<file path="config.mk">
export PLATFORM = sky130hd
export DESIGN_NAME = capture_controller
export DESIGN_NICKNAME = d
export VERILOG_FILES = /design/src/rtl/cam_pkg.sv /design/src/rtl/capture_addr_gen.sv /design/src/rtl/capture_controller.sv
export SDC_FILE = /design/constraint.sdc
export NUM_CORES = 1
export LEC_CHECK = 0
export CELL_PAD_IN_SITES_DETAIL_PLACEMENT = 1
export CELL_PAD_IN_SITES_GLOBAL_PLACEMENT = 1
export CORE_ASPECT_RATIO = 1.2
export CORE_MARGIN = 2
export CORE_UTILIZATION = 40
export DETAILED_ROUTE_END_ITERATION = 12
export PLACE_DENSITY_LB_ADDON = 0.1
export SLEW_MARGIN = 15
export SYNTH_ARGS = -nofsm -noshare
export SYNTH_HDL_FRONTEND = slang
export SYNTH_HIERARCHICAL = 1
export SYNTH_SLANG_ARGS = --single-unit
</file>
<file path="constraint.sdc">
create_clock -name clk -period 8.45 [get_ports clk]
set_clock_uncertainty 0.15 [all_clocks]
set_input_delay 0.845 -clock clk [delete_from_list [all_inputs] [get_ports clk]]
set_output_delay 0.845 -clock clk [all_outputs]
set_load 0.01 [all_outputs]
</file>
<file path="src/rtl/cam_pkg.sv">
// rtl/cam_pkg.sv - shared state, error codes and default geometry for the capture path
package cam_pkg;

    typedef enum logic [1:0] {
        IDLE    = 2'd0,
        ARMED   = 2'd1,
        CAPTURE = 2'd2,
        DONE    = 2'd3
    } state_t;

    typedef enum logic [1:0] {
        ERR_OK      = 2'd0,
        ERR_TIMEOUT = 2'd1,
        ERR_SHORT   = 2'd2,
        ERR_ABORT   = 2'd3
    } err_t;

    localparam int DEF_IMG_W = 32;
    localparam int DEF_IMG_H = 32;

endpackage

</file>
<file path="src/rtl/capture_addr_gen.sv">
// rtl/capture_addr_gen.sv - row/col/write counters and cropped frame-buffer write generation
module capture_addr_gen #(
    parameter int IMG_W  = 32,
    parameter int IMG_H  = 32,
    parameter int ADDR_W = 10
) (
    input  logic              clk,
    input  logic              rst_n,
    input  logic              clear,
    input  logic              active,
    input  logic              pixel_valid,
    input  logic [7:0]        pixel_in,
    output logic              wr_en,
    output logic [ADDR_W-1:0] wr_addr,
    output logic [7:0]        wr_data,
    output logic              full_next
);

    localparam int COL_W = $clog2(IMG_W + 1);
    localparam int ROW_W = $clog2(IMG_H + 1);
    localparam int CNT_W = ADDR_W + 1;
    localparam int TOTAL = IMG_W * IMG_H;

    logic [COL_W-1:0]  col;
    logic [ROW_W-1:0]  row;
    logic [CNT_W-1:0]  wr_count;
    logic              pv_q;
    logic              col_in_range;
    logic              row_in_range;
    logic              accept;
    logic              line_end;
    logic [ADDR_W-1:0] addr_calc;

    assign col_in_range = (col < COL_W'(IMG_W));
    assign row_in_range = (row < ROW_W'(IMG_H));
    assign accept       = active && pixel_valid && col_in_range && row_in_range;
    // A line ends on the falling edge of pixel_valid, seen against its registered copy.
    assign line_end     = active && pv_q && !pixel_valid;
    assign addr_calc    = ADDR_W'(row) * ADDR_W'(IMG_W) + ADDR_W'(col);
    // Includes a pixel accepted this same cycle, so a pixel coinciding with frame_done counts.
    assign full_next    = ((wr_count + {{ADDR_W{1'b0}}, accept}) == CNT_W'(TOTAL));

    always_ff @(posedge clk or negedge rst_n) begin
        if (!rst_n) begin
            col      <= '0;
            row      <= '0;
            wr_count <= '0;
            pv_q     <= 1'b0;
            wr_en    <= 1'b0;
            wr_addr  <= '0;
            wr_data  <= '0;
        end else begin
            wr_en <= accept;
            if (accept) begin
                wr_addr <= addr_calc;
                wr_data <= pixel_in;
            end
            if (clear) begin
                col      <= '0;
                row      <= '0;
                wr_count <= '0;
                pv_q     <= 1'b0;
            end else if (active) begin
                pv_q <= pixel_valid;
                if (pixel_valid && col_in_range) begin
                    col <= col + COL_W'(1);
                end
                if (line_end) begin
                    col <= '0;
                    if (row_in_range) begin
                        row <= row + ROW_W'(1);
                    end
                end
                if (accept) begin
                    wr_count <= wr_count + CNT_W'(1);
                end
            end else begin
                pv_q <= 1'b0;
            end
        end
    end

endmodule

</file>
<file path="src/rtl/capture_controller.sv">
// rtl/capture_controller.sv - single-frame capture sequencer with watchdog into the frame buffer
module capture_controller
    import cam_pkg::*;
#(
    parameter int IMG_W   = DEF_IMG_W,
    parameter int IMG_H   = DEF_IMG_H,
    parameter int TIMEOUT = 1000000,
    localparam int ADDR_W = $clog2(IMG_W * IMG_H)
) (
    input  logic              clk,
    input  logic              rst_n,
    input  logic              capture_req,
    input  logic              abort,
    input  logic [7:0]        pixel_in,
    input  logic              pixel_valid,
    input  logic              frame_start,
    input  logic              frame_done,
    output logic              wr_en,
    output logic [ADDR_W-1:0] wr_addr,
    output logic [7:0]        wr_data,
    output logic              busy,
    output logic              capture_done,
    output logic [1:0]        err_code
);

    localparam int WDOG_W = $clog2(TIMEOUT + 1);

    state_t            state;
    err_t              err_q;
    logic [WDOG_W-1:0] wdog;
    logic              in_run;
    logic              abort_hit;
    logic              timeout_hit;
    logic              restart;
    logic              active;
    logic              clear;
    logic              full_next;

    assign in_run      = (state == ARMED) || (state == CAPTURE);
    assign abort_hit   = in_run && abort;
    assign timeout_hit = in_run && (wdog == WDOG_W'(TIMEOUT - 1));
    // A fresh frame_start mid-capture means the previous frame_done was lost: begin again.
    assign restart     = (state == CAPTURE) && frame_start && !abort_hit && !timeout_hit && !frame_done;
    assign active      = (state == CAPTURE) && !abort_hit && !timeout_hit && !restart;
    assign clear       = (state != CAPTURE) || restart;
    assign err_code    = err_q;

    capture_addr_gen #(
        .IMG_W  (IMG_W),
        .IMG_H  (IMG_H),
        .ADDR_W (ADDR_W)
    ) u_addr_gen (
        .clk         (clk),
        .rst_n       (rst_n),
        .clear       (clear),
        .active      (active),
        .pixel_valid (pixel_valid),
        .pixel_in    (pixel_in),
        .wr_en       (wr_en),
        .wr_addr     (wr_addr),
        .wr_data     (wr_data),
        .full_next   (full_next)
    );

    always_ff @(posedge clk or negedge rst_n) begin
        if (!rst_n) begin
            state        <= IDLE;
            err_q        <= ERR_OK;
            wdog         <= '0;
            busy         <= 1'b0;
            capture_done <= 1'b0;
        end else begin
            capture_done <= 1'b0;
            case (state)
                IDLE: begin
                    wdog <= '0;
                    if (capture_req) begin
                        state <= ARMED;
                        err_q <= ERR_OK;
                        busy  <= 1'b1;
                    end
                end
                ARMED, CAPTURE: begin
                    wdog <= wdog + WDOG_W'(1);
                    if (abort_hit) begin
                        state        <= DONE;
                        err_q        <= ERR_ABORT;
                        capture_done <= 1'b1;
                        busy         <= 1'b0;
                    end else if (timeout_hit) begin
                        state        <= DONE;
                        err_q        <= ERR_TIMEOUT;
                        capture_done <= 1'b1;
                        busy         <= 1'b0;
                    end else if ((state == CAPTURE) && frame_done) begin
                        state        <= DONE;
                        err_q        <= full_next ? ERR_OK : ERR_SHORT;
                        capture_done <= 1'b1;
                        busy         <= 1'b0;
                    end else if (frame_start) begin
                        state <= CAPTURE;
                    end
                end
                DONE: begin
                    state <= IDLE;
                end
                default: begin
                    state <= IDLE;
                end
            endcase
        end
    end

endmodule

</file>
* Word level (Yosys, flattened, before mapping)
Cells that the tools add are included.
Widths: inputs -> output; s select.
** Operators by class
- Add/sub/neg operators :: 6
- Order comparisons :: 2
- Equal/unequal tests :: 9
- Multiplexer cells :: 35
- Reductions and logical operators :: 36
** Operators with widths (count)
- $mux 6 :: 8
- $pmux 20 s2 :: 1
- $mux 11 :: 3
- $add 20x1->20 const B :: 1
- $eq 20x20->1 const B :: 1
- $mux 2 :: 10
- $logic_and 1x1->1 :: 16
- $add 6x1->6 const B :: 2
- $lt 6x6->1 const B :: 2
- $add 11x1->11 :: 1
- $add 11x1->11 const B :: 1
- $eq 11x11->1 const B :: 1
- $add 10x6->10 :: 1
- $mux 1 :: 10
- $reduce_bool 2->1 :: 5
- $pmux 2 s3 :: 1
- $reduce_and 2->1 :: 3
- $reduce_and 3->1 :: 2
- $logic_not 1->1 :: 5
- $ne 5x5->1 const B :: 1
- $eq 2x2->1 const B :: 2
- $ne 2x2->1 const B :: 2
- $ne 4x4->1 const B :: 1
- $pmux 2 s2 :: 1
- other kinds (6) :: 7
** Word-level totals
- Bits in registers :: 69
- Input bits :: 15
- Logic and storage cells :: 100

* Longest topological paths before layout
- Depth in word-level cells :: 19
- Mapped depth :: 19
- Mapped depth without buffers :: 17

* Modules after synthesis
Netlist, hierarchy kept.
** By module, submodules not included
- capture_addr_gen :: instances 1, cells each 194, area an instance 2148.3 um^2, sequential area each 1076.0 um^2
- capture_controller :: instances 1, cells each 155, area an instance 1500.2 um^2, sequential area each 650.6 um^2

* Worst setup path after synthesis
Ideal clock, no wire load.
- Path type :: register -> register
- From :: register wdog[0]
- To :: register err_q[1], in the netlist err_code[1]
- Library setup time :: 0.141 ns
- Arrival :: 3.920 ns
- Required time :: 8.159 ns
- Path slack :: 4.239 ns
- Cell stages (with the launch flop) :: 20
- Path buffers :: 2
- Path through :: dfrtp_1 ha_1 and3_4 nand3_4 nor4_4 nor2_1 and3_1 and4bb_1 clkbuf_1 buf_2 ha_1 ha_1 or3b_1 a221oi_2 o2111ai_1 a2111oi_2 nor3b_1 nor2_1 mux2i_1 a211oi_2
** On the way
- Word-level cells in the longest chain between the ends :: 17
** Ends and longest elaborated chain
- from (decl) :: RTL line capture_controller.sv:30 : logic [WDOG_W-1:0] wdog;
- from (signal assigned) :: RTL line capture_controller.sv:84 : wdog <= wdog + WDOG_W'(1);
- $eq 20x20->1 (*) :: RTL line capture_controller.sv:41 : assign timeout_hit = in_run && (wdog == WDOG_W'(TIMEOUT - 1));
- $logic_and 1x1->1 (*) :: RTL line capture_controller.sv:41
- $logic_not 1->1 (*) :: RTL line capture_controller.sv:43, capture_controller.sv:44
- $logic_and 1x1->1 (2 in series) :: RTL line capture_controller.sv:43 : assign restart = (state == CAPTURE) && frame_start && !abort_hit && !timeout_hit && !frame_done;
- $logic_not 1->1 :: RTL line capture_controller.sv:44 : assign active = (state == CAPTURE) && !abort_hit && !timeout_hit && !restart;
- $logic_and 1x1->1 (*) :: RTL line capture_controller.sv:44
- via active :: RTL line capture_controller.sv:35 : logic active;
- $logic_and 1x1->1 (*) (3 in series) :: RTL line capture_addr_gen.sv:36 : assign accept = active && pixel_valid && col_in_range && row_in_range;
- via u_addr_gen.accept :: RTL line capture_addr_gen.sv:30 : logic accept;
- $add 11x1->11 (*) :: RTL line capture_addr_gen.sv:41 : assign full_next = ((wr_count + {{ADDR_W{1'b0}}, accept}) == CNT_W'(TOTAL));
- $eq 11x11->1 (*) :: RTL line capture_addr_gen.sv:41
- via full_next :: RTL line capture_controller.sv:37 : logic full_next;
- $mux 2 (*) :: RTL line capture_controller.sv:97 : err_q <= full_next ? ERR_OK : ERR_SHORT;
- $mux 2 (*) :: RTL line capture_controller.sv:95 : end else if ((state == CAPTURE) && frame_done) begin
- $mux 2 (*) :: RTL line capture_controller.sv:90 : end else if (timeout_hit) begin
- $mux 2 (*) :: RTL line capture_controller.sv:85 : if (abort_hit) begin
- $pmux 2 s2 (*) :: RTL line capture_controller.sv:74 : case (state)
- to (signal assigned) :: RTL line capture_controller.sv:97
- to (decl) :: RTL line capture_controller.sv:29 : err_t err_q;
The timed path passes the listed nets; every way through them passes the cells marked *. The select of a mux whose other input is x is not followed.
A chain may end at the register's enable or synchronous reset.

* Worst setup path after layout
- From :: register state[1]
- To :: register err_q[1], in the netlist err_code[1]
** On the way
- Word-level cells in the longest chain between the ends :: 19
** Ends and longest elaborated chain
- from (decl) :: RTL line capture_controller.sv:28 : state_t state;
- from (signal assigned) :: RTL line capture_controller.sv:67 : state <= IDLE;
- from (signal assigned) :: RTL line capture_controller.sv:78 : state <= ARMED;
- from (signal assigned) :: RTL line capture_controller.sv:86 : state <= DONE;
- $eq 2x1->1 or $eq 2x2->1 (tied branches) :: RTL line capture_controller.sv:39, capture_controller.sv:43, capture_controller.sv:44
- $logic_or 1x1->1 :: RTL line capture_controller.sv:39 : assign in_run = (state == ARMED) || (state == CAPTURE);
- $logic_and 1x1->1 :: RTL line capture_controller.sv:40 : assign abort_hit = in_run && abort;
- $logic_not 1->1 :: RTL line capture_controller.sv:43, capture_controller.sv:44
- $logic_and 1x1->1 (3 in series) :: RTL line capture_controller.sv:43
- $logic_not 1->1 :: RTL line capture_controller.sv:44
- $logic_and 1x1->1 (*) :: RTL line capture_controller.sv:44
- via active :: RTL line capture_controller.sv:35
- $logic_and 1x1->1 (*) (3 in series) :: RTL line capture_addr_gen.sv:36
- $add 11x1->11 (*) :: RTL line capture_addr_gen.sv:41
- $eq 11x11->1 (*) :: RTL line capture_addr_gen.sv:41
- via full_next :: RTL line capture_controller.sv:37
- $mux 2 (*) :: RTL line capture_controller.sv:97
- $mux 2 (*) :: RTL line capture_controller.sv:95
- $mux 2 (*) :: RTL line capture_controller.sv:90
- $mux 2 (*) :: RTL line capture_controller.sv:85
- $pmux 2 s2 (*) :: RTL line capture_controller.sv:74
Marks and branches as above.

==> out/metrics.cfg <==
[sta]
finalSetupViolations=0
finalMaxSlewViolations=0
hold_viol_final=0
tns_ns=0
layout_setup_ws_ns=3.585
maxSlewHeadroom_pct=27.50
finalCritPeriodShare_pct=57.57
whs_ns=0.3425
max_freq_mhz=205.6
period_minus_slack_ns=4.865
rsz0062_at_grt=false
worst_slew_pin_slew_ns=1.083

[run]
maxCapViolations=0

[finish]
finalInstanceArea_um2=4380
n_antenna_cell=0
area_delta_synth_final_pct=20.06
fin_nets=414
multi_input_comb_area_um2=1827
final_cell_mix=dfrtp_1 (69), nor2_1 (50), clkdlybuf4s50_1 (36)
drive_above_1_share_pct=14.07
final_common_cell=dfrtp_1
fill_cells=1042
seq_area_um2=1727

[floorplanning]
rows=38
core_area_um2=8939
die_area_um2=9905
initial_core_util_pct=40.82
die_x_um=91.19
die_y_um=108.6
ios=38

[placed_design]
dp_slack_ns=3.469
gp_congestion=0.7731
placed_cell_area_um2=4118
numPortBuffers=37
place_hpwl_um=5413

[global_route]
grt_max_degree=70
grt_use_total_pct=17.91
antenna_found_initial=0
grt_pass1_vias=2832
grt.overflow.total=0
grt_pass1_wl_um=13860

[critical_path]
crit_top_cell=ha_1
arrival_ns=4.94
crit_fanout=33
max_stage_delay_ns=0.48
worstReg2RegStart=state[1]
r2r_end=err_code[1]
crit_slowest_cell=ha_1
path_cells=inv_1 -> ha_1 -> nand3_1 -> nor4_4 -> nor2_1 -> and3_1 -> and4bb_1 -> buf_4 -> ha_1 -> ha_1 -> or3b_1 -> a221oi_2 -> o2111ai_1 -> a2111oi_2 -> nor3b_1 -> nor2_1 -> mux2i_1 -> a211oi_2
end_kind=register
critical_path_required_ns=8.53
rr_worst_depth=18
regToRegSetupSlack_ns=3.59
crit_type=reg -> reg
worstSetupStartpointType=register

[yosys]
synth-seq-cells=69
syn_avg_cell_area_um2=10.45
synth_ff_type=dfrtp_1
synthCells=349
syn_area_um2=3648
yosysSeqAreaShare_pct=47.33
synth_cell_types=59
async_reset_ff_share_pct=100.0
yosys_warnings=6
synth_edf_count=0
syn-num-nets=377

[detailed_routing]
ant_nets=0
drt_iter0_markers=70
vias=2740
wl_per_cell_um=15.84
drc=0
firstDrtPassIters=4
totalWireLength_um=8093
vias_per_cell=5.362

[pwr]
p_leak_nw=1.852
p_switching_mw=0.3767
swShare_pct=32.71
p_seq_share_pct=36.3
combPwrFrac_pct=32.5
pwr_density_cell_nw_per_um2=262.9
p_int_mw=0.7748
pwr-share-clk_pct=31.1
power.total_mw=1.152
peakVddDrop_mv=0.1866

[cts]
cts_sinks=69
clkTransAtPathRegs_ns=0.08
numCtsBuffers=9
cts_tree=done
cts_resized=0
insertion_delay_ns=0.36
ctsHtreeMaxLevel=3
root_buffer=clkbuf_8
hold_buffers=0
cts_setup_buffers=0
clk_path_buf_depth=2

[hold_path]
holdPathEnd=u_addr_gen/wr_addr[5]
whs_path_depth=1
min-delay-start=u_addr_gen/wr_addr[5]
hold_class=reg -> reg

[outcome]
status=complete, no violations

[metal layers]
metal | part of all wire [%] | global-route usage (%) | wire, um | up-vias
met5 | 0 | 0 | 0 | -
met4 | 2.1 | 8.874 | 172 | 0
met3 | 2.6 | 3.870 | 208 | 16
met2 | 50 | 30.21 | 4082 | 35
met1 | 45 | 21.87 | 3629 | 1392
li1 | - | - | - | 1297
[power groups by stage]
stage / registers (mW) / logic [mW] / clock network [mW]
3_3_place_gp: 0.423 / 0.374 / 0
6_report: 0.418 / 0.375 / 0.359
5_1_grt: 0.426 / 0.420 / 0.383
3_5_place_dp: 0.425 / 0.383 / 0
4_1_cts: 0.419 / 0.384 / 0.368
2_1_floorplan: 0.439 / 0.219 / 0
[cells by family after synthesis]
| kind of cell | after synthesis | share of synthesized area, % |
|---|---|---|
| buffers and inverters | 21 | 2.744 |
| flip-flops | 69 | 47.33 |
| XOR/XNOR | 34 | 8.162 |
| multiplexers | 20 | 6.001 |
| AND/OR/NAND/NOR | 151 | 23.59 |
| AO/OA/AOI/OAI | 41 | 7.716 |
| adder cells (fa/ha/maj) | 13 | 4.458 |
[stage by stage]
step / cells / utilization (%)
4_1_cts: 511 / 49.01
5_1_grt: 511 / 49.01
3_3_place_gp: 495 / 46.07
6_report: 511 / 49.01
3_5_place_dp: 495 / 46.07
2_1_floorplan: 349 / -
[worst max path at each step]
stage	cells past startpoint	slack, ns	start	to
floorplan	19	4.24	wdog[0]	err_code[1]
global placement	16	3.67	abort	err_code[1]
detailed placement	16	3.47	abort	err_code[1]
CTS	18	3.52	state[1]	err_code[1]
global route	18	3.18	state[0]	err_code[1]
finish	18	3.59	state[1]	err_code[1]
[sequential cells by signal (all words and copies together), names as in the netlist]
signal	cells
busy	1
capture_done	1
err_code	2
state	2
u_addr_gen/col	6
u_addr_gen/pv_q	1
u_addr_gen/row	6
u_addr_gen/wr_addr	10
u_addr_gen/wr_count	11
u_addr_gen/wr_data	8
u_addr_gen/wr_en	1
wdog	20
[critical path, delay by kind of cell (launching register included)]
family	cells	cell delay, ns
DFF	1	0.43
buffers and inverters	2	0.32
adders and majority gates	3	0.99
AOI/OAI and AO/OA	4	0.85
muxes	1	0.16
and+or+nand+nor	8	1.83
[cells in the mapped netlist (2+ instances only)]
library cell / count / area share, %
buf_6: 2 / 0.62
nor3_1: 3 / 0.41
and4_1: 3 / 0.72
nor4_4: 2 / 1.2
mux2i_1: 5 / 1.4
nor4_1: 2 / 0.34
nand4_1: 10 / 1.7
a31oi_1: 2 / 0.34
o21ai_0: 11 / 1.5
and3_2: 2 / 0.41
inv_1: 7 / 0.72
or2_2: 3 / 0.51
xnor2_1: 11 / 2.6
a211oi_2: 2 / 0.69
mux2_2: 14 / 4.3
and2_1: 2 / 0.34
nand2_1: 27 / 2.8
buf_2: 5 / 0.69
nor4b_1: 3 / 0.72
nor2_1: 50 / 5.1
and3_1: 5 / 0.86
o31ai_1: 4 / 0.82
dfrtp_1: 69 / 47
ha_1: 13 / 4.5
or3_1: 4 / 0.69
clkbuf_1: 7 / 0.72
xor2_1: 23 / 5.5
nand3_1: 13 / 1.8
nand2b_1: 5 / 0.86
a21oi_1: 11 / 1.5
[area by class of cell]
class	instances	area share [%]
clock buffer	10	2.913
tap	120	3.428
clock inverter	6	3.085
sequential	69	39.42
multi-input combinational	259	41.70
timing repair buffer	40	8.855
inverter	7	0.5998
(Power assumes the default switching activity.)
